## src/rtl/mdr_mem_pkg.sv

```systemverilog
// Shared definitions for the MDR/MAR memory port: state encoding,
// default widths and the timeout counter width.
package mdr_mem_pkg;

  localparam int DATA_W_DEF = 32;
  localparam int ADDR_W_DEF = 9;

  // TIMEOUT is limited to 1..255, so 8 bits cover every terminal count
  localparam int TMR_W = 8;

  localparam logic [1:0] ST_IDLE    = 2'd0;
  localparam logic [1:0] ST_RD_WAIT = 2'd1;
  localparam logic [1:0] ST_WR_WAIT = 2'd2;

endpackage

```

## src/rtl/mem_wait_timer.sv

```systemverilog
// Acknowledge-wait timer: cleared when a transaction starts, counts while
// the port waits, and flags the terminal count TIMEOUT-1 combinationally.
module mem_wait_timer
  import mdr_mem_pkg::*;
#(
  parameter int TIMEOUT = 15
) (
  input  logic clk,
  input  logic clr,
  input  logic restart,
  input  logic run,
  output logic expired
);

  localparam logic [TMR_W-1:0] TERM = TMR_W'(TIMEOUT - 1);

  logic [TMR_W-1:0] cnt;

  // restart wins over run; stop at the terminal count so the counter never wraps
  always_ff @(posedge clk or posedge clr) begin
    if (clr)                  cnt <= '0;
    else if (restart)         cnt <= '0;
    else if (run && !expired) cnt <= cnt + 1'b1;
  end

  assign expired = (cnt == TERM);

endmodule

```

## src/rtl/mdr_mem_port.sv

```systemverilog
// Memory-side datapath stage: holds MAR/MDR for the bus mux and runs a
// req/ack handshake to the unified RAM, with a timeout on missing acks.
module mdr_mem_port
  import mdr_mem_pkg::*;
#(
  parameter int DATA_W  = DATA_W_DEF,
  parameter int ADDR_W  = ADDR_W_DEF,
  parameter int TIMEOUT = 15
) (
  input  logic              clk,
  input  logic              clr,
  input  logic [DATA_W-1:0] bus_in,
  input  logic              mar_in,
  input  logic              mdr_in,
  input  logic              rd_start,
  input  logic              wr_start,
  output logic [DATA_W-1:0] mdr_q,
  output logic [ADDR_W-1:0] mar_q,
  output logic [ADDR_W-1:0] mem_addr,
  output logic [DATA_W-1:0] mem_wdata,
  output logic              mem_req,
  output logic              mem_we,
  input  logic [DATA_W-1:0] mem_rdata,
  input  logic              mem_ack,
  output logic              busy,
  output logic              done,
  output logic              err
);

  logic [1:0]        state;
  logic [ADDR_W-1:0] mar;
  logic [DATA_W-1:0] mdr;
  logic              start_ok;
  logic              tmr_exp;

  // a start is only accepted from IDLE; read takes precedence over write
  assign start_ok = (state == ST_IDLE) && (rd_start || wr_start);

  mem_wait_timer #(.TIMEOUT(TIMEOUT)) u_tmr (
    .clk     (clk),
    .clr     (clr),
    .restart (start_ok),
    .run     (state != ST_IDLE),
    .expired (tmr_exp)
  );

  // control FSM plus MAR/MDR and registered memory-side outputs
  always_ff @(posedge clk or posedge clr) begin
    if (clr) begin
      state     <= ST_IDLE;
      mar       <= '0;
      mdr       <= '0;
      mem_req   <= 1'b0;
      mem_we    <= 1'b0;
      mem_addr  <= '0;
      mem_wdata <= '0;
      busy      <= 1'b0;
      done      <= 1'b0;
      err       <= 1'b0;
    end else begin
      done <= 1'b0;
      case (state)
        ST_IDLE: begin
          // loads land together with a start; the start sees the old values
          if (mar_in) mar <= bus_in[ADDR_W-1:0];
          if (mdr_in) mdr <= bus_in;
          if (rd_start) begin
            state    <= ST_RD_WAIT;
            mem_req  <= 1'b1;
            mem_we   <= 1'b0;
            mem_addr <= mar;
            busy     <= 1'b1;
            err      <= 1'b0;
          end else if (wr_start) begin
            state     <= ST_WR_WAIT;
            mem_req   <= 1'b1;
            mem_we    <= 1'b1;
            mem_addr  <= mar;
            mem_wdata <= mdr;
            busy      <= 1'b1;
            err       <= 1'b0;
          end
        end
        ST_RD_WAIT, ST_WR_WAIT: begin
          // an ack on the terminal-count cycle still counts as success
          if (mem_ack) begin
            if (state == ST_RD_WAIT) mdr <= mem_rdata;
            state   <= ST_IDLE;
            mem_req <= 1'b0;
            busy    <= 1'b0;
            done    <= 1'b1;
          end else if (tmr_exp) begin
            state   <= ST_IDLE;
            mem_req <= 1'b0;
            busy    <= 1'b0;
            done    <= 1'b1;
            err     <= 1'b1;
          end
        end
        default: begin
          state   <= ST_IDLE;
          mem_req <= 1'b0;
          busy    <= 1'b0;
        end
      endcase
    end
  end

  assign mdr_q = mdr;
  assign mar_q = mar;

endmodule

```

## config.mk

```make
export PLATFORM = sky130hd
export DESIGN_NAME = mdr_mem_port
export DESIGN_NICKNAME = d
export VERILOG_FILES = /design/src/rtl/mdr_mem_pkg.sv /design/src/rtl/mem_wait_timer.sv /design/src/rtl/mdr_mem_port.sv
export SDC_FILE = /design/constraint.sdc
export NUM_CORES = 1
export LEC_CHECK = 0
export ABC_AREA = 1
export BUFFER_PORTS_ARGS = -buffer_cell sky130_fd_sc_hd__buf_4
export CORE_MARGIN = 4
export CORE_UTILIZATION = 50
export CTS_CLUSTER_SIZE = 16
export DETAILED_ROUTE_END_ITERATION = 16
export PLACE_DENSITY = 0.83
export SLEW_MARGIN = 20
export SYNTH_ARGS = -nofsm -noshare
export SYNTH_HDL_FRONTEND = slang
export SYNTH_SLANG_ARGS = --single-unit
```

## constraint.sdc

```tcl
create_clock -name clk -period 3.2 [get_ports clk]
set_input_delay 0 -clock clk [delete_from_list [all_inputs] [get_ports clk]]
set_output_delay 0 -clock clk [all_outputs]
set_load 0.02 [all_outputs]
```

==> run_results.csv <==
group,metric,value,unit
synthesis,synthMuxAreaShare,0,
cts,clk_latency,0.36,ns
setup_path,startpoint_type,"flip-flop",
final_layout,final_util,0.7549,
setup_path,slowest_delay,0.56,ns
setup_path,cp_max_fo,43,
worst_hold_path,hp-class,"in -> reg",
setup_path,crit_path_frequent_cell,"nand2_1",
synthesis,synth_cell_types,23,
power,p_leak,0.003366,µW
routing,drtIter0Drc,187,
synthesis,avgSynthCellArea,8.093,µm²
routing,wl,13120,µm
run_status,status,"finished, violations left",
synthesis,synth_seq_cells,96,
routing,drcViolationCount,0,
synthesis,synth_top_family_by_area,"simple AND/OR/NAND/NOR gates",
timing,skew,0.009346,ns
floorplanning,ios,158,
timing,period_share,0.7059,
setup_path,critPathTopFamily,"buffers and inverters",
synthesis,synth_top_area_share,0.5538,
cts,cts_tree,"yes",
grt,grt_pass1_vias,4445,
timing,finalSetupTns,0,ns
synthesis,synthesis.nets,612,
floorplanning,initial_core_util,0.5201,
final_layout,n_fill_cell,566,
routing,vias,4320,
grt,grt_usage,0.2596,
cts,postCtsResizedCells,0,
place,dp_hpwl,8429,µm
timing,finalHoldViolCount,1,
setup_path,cp.required,3.48,ns
grt,grt_max_degree,86,
routing,drtAntennaViolNets,0,
timing,tightest_slew,0.9241,ns
grt,antenna_found_initial,0,
final_layout,final_common_cell,"nand2_1",
floorplanning,fp-row-count,33,
final_layout,most-common-layout-cells,"nand2_1, buf_4, dfrtp_1",
run_status,violations,"negative hold slack",
timing,hold_ws,-0.001266,ns
timing,rsz0062_at_grt,"no",
cts,htreeDepth,3,
floorplanning,dieWidth,101.1,µm
floorplanning,die_y,101.1,µm
setup_path,crit_arrival,2.54,ns
routing,drt-vias-per-instance,5.076,
timing,finalSetupViolations,0,
synthesis,synth_seq_area_share,0.5538,
synthesis,synthTopCellsByArea,"dfrtp_1, nand2_1, o21ai_0, inv_1, o21ai_1",
setup_path,crit_buf_inv,3,
final_layout,drive_gt1_frac,0.2483,
synthesis,synth-compound-area-share,0.1090,
place,place_inst,775,
synthesis,syn_area,4338,µm²
setup_path,path_cells,"inv_1 -> ha_1 -> buf_4 -> nand2_1 -> nand2_1 -> dlygate4sd3_1 -> nand2_1 -> o21ai_1",
synthesis,synth-simple-area-share,0.2316,
grt,overflow,0,
synthesis,syn_inst,536,
timing,max_freq,442.7,MHz
power,ir_worst_vdd,0.5175,mV
routing,dr.pass1.iters,4,
cts,cts_root_buffer,"clkbuf_8",
cts,clock_path_buffers,2,
timing,slew-limit-headroom,0.3830,
setup_path,endpoint_kind,"flip-flop",
floorplanning,dieArea,10230,µm²
cts,cts_setup_buffers,0,
floorplanning,fp.coreArea,8341,µm²
synthesis,synth_xor_area_frac,0.002019,
routing,wl_per_cell,15.41,µm
final_layout,stdcell_count,851,
synthesis,synth_warnings,0,
synthesis,yosys.area.top_type,"dfrtp_1",
final_layout,syn_to_final_growth,45.14,%
cts,clk_pin_slew,0.10,ns
power,p_per_area,1040,nW/µm²
timing,period_needed,2.259,ns
setup_path,critical_path_class,"reg -> reg",
synthesis,synthAdderAreaFrac,0.01442,
grt,grt_pass1_wl,20960,µm
final_layout,fin_nets,816,
place,port-buffer-count,157,
cts,cts_buffers,9,
flow_run,drv_cap,0,
timing,slew_violations,0,
place,place_congestion,0.9424,
cts,clock_sinks,96,
setup_path,crit_slowest_cell,"dlygate4sd3_1",
==> worst paths after layout <==
| path | cells after the start | slack [ns] | to | start |
|---|---|---|---|---|
| min in group asynchronous | 3 | 0.31 | mem_addr[3] | clr |
| min reg2reg | 2 | 0.49 | mem_addr[0] | mem_addr[0] |
| max reg2reg | 8 | 0.94 | mdr_q[18] | state[1] |
| max in group asynchronous | 4 | 2.16 | u_tmr.cnt[2] | clr |
| min | 3 | -0.001 | mar_q[4] | bus_in[4] |
| max | 8 | 0.94 | mdr_q[18] | state[1] |
==> metal layers <==
metal | vias to the layer above | routed length [µm] | global-route usage
met1 | 2049 | 5172 | 0.3066
met4 | 0 | 277 | 0.1012
met5 | - | 0 | 0
met2 | 176 | 6721 | 0.4628
li1 | 2065 | - | -
met3 | 30 | 943 | 0.05372
==> state kept, by name, summed over array words and instances, names as in the netlist <==
register	flops
busy	1
done	1
err	1
mar_q	9
mdr_q	32
mem_addr	9
mem_wdata	32
mem_we	1
state	2
u_tmr.cnt	8
==> cells in the mapped netlist <==
cell type  count
nor3_1         1
o21ai_0       55
nor2_8         1
buf_2          8
clkbuf_1       7
nor2_2         3
buf_6          4
ha_1           5
nand2_1      220
xor2_1         1
nand2_2        1
inv_2          3
nand3_1        7
nor2_1        15
inv_1         59
or2_2          1
a21oi_1        4
dfrtp_1       96
o21ai_1       32
nand4_1        5
buf_4          5
o21ai_2        2
clkbuf_2       1
==> power by group <==
part / switching (µW) / internal [µW]
Combinational: 2230 / 1430
Clock: 413 / 361
Sequential: 364 / 1750
Total: 3000 / 3540
==> what timing repair did <==
action,4_1_cts,5_1_grt
endpoints found under the setup margin,0,0
endpoints found under the hold margin,121,0
hold buffers,59,0
==> worst reg2reg max path, cell delays in order (launching register included) <==
cell and delay [ns]:
dfrtp_1 0.38, inv_1 0.07, ha_1 0.30, buf_4 0.41, nand2_1 0.16, nand2_1 0.12
dlygate4sd3_1 0.56, nand2_1 0.06, o21ai_1 0.13
==> kinds of logic (layout without fill, tap and decap cells) <==
kind of cell | count (synthesis) | in the layout
compound gates | 93 | 93
xor+xnor | 1 | 1
fa+ha+maj | 5 | 5
buf+inv | 87 | 296
flops | 96 | 96
other cells | 0 | 1
simple gates | 254 | 254
==> per-stage QoR <==
stage / cell area (µm²) / total power (µW) / worst slack [ns]
2_1_floorplan: 4338 / 4260 / 0.6946
3_3_place_gp: 5512 / 5313 / 1.198
3_5_place_dp: 5512 / 5431 / 1.089
4_1_cts: 6291 / 6476 / 1.069
5_1_grt: 6294 / 6998 / 0.8351
6_report: 6296 / 6546 / 0.9410
==> final cells by class <==
| class | count | area [µm²] | share of cell area |
|---|---|---|---|
| clock inverter | 5 | 57.56 | 0.009141 |
| multi-input combinational | 353 | 1549 | 0.2460 |
| timing repair buffer | 218 | 1784 | 0.2834 |
| inverter | 62 | 237.7 | 0.03776 |
| sequential | 96 | 2402 | 0.3816 |
| tap | 105 | 131.4 | 0.02087 |
| clock buffer | 11 | 131.4 | 0.02087 |
| antenna | 1 | 2.502 | 0.0003975 |
Note: power is estimated with default switching activity, not from simulation.
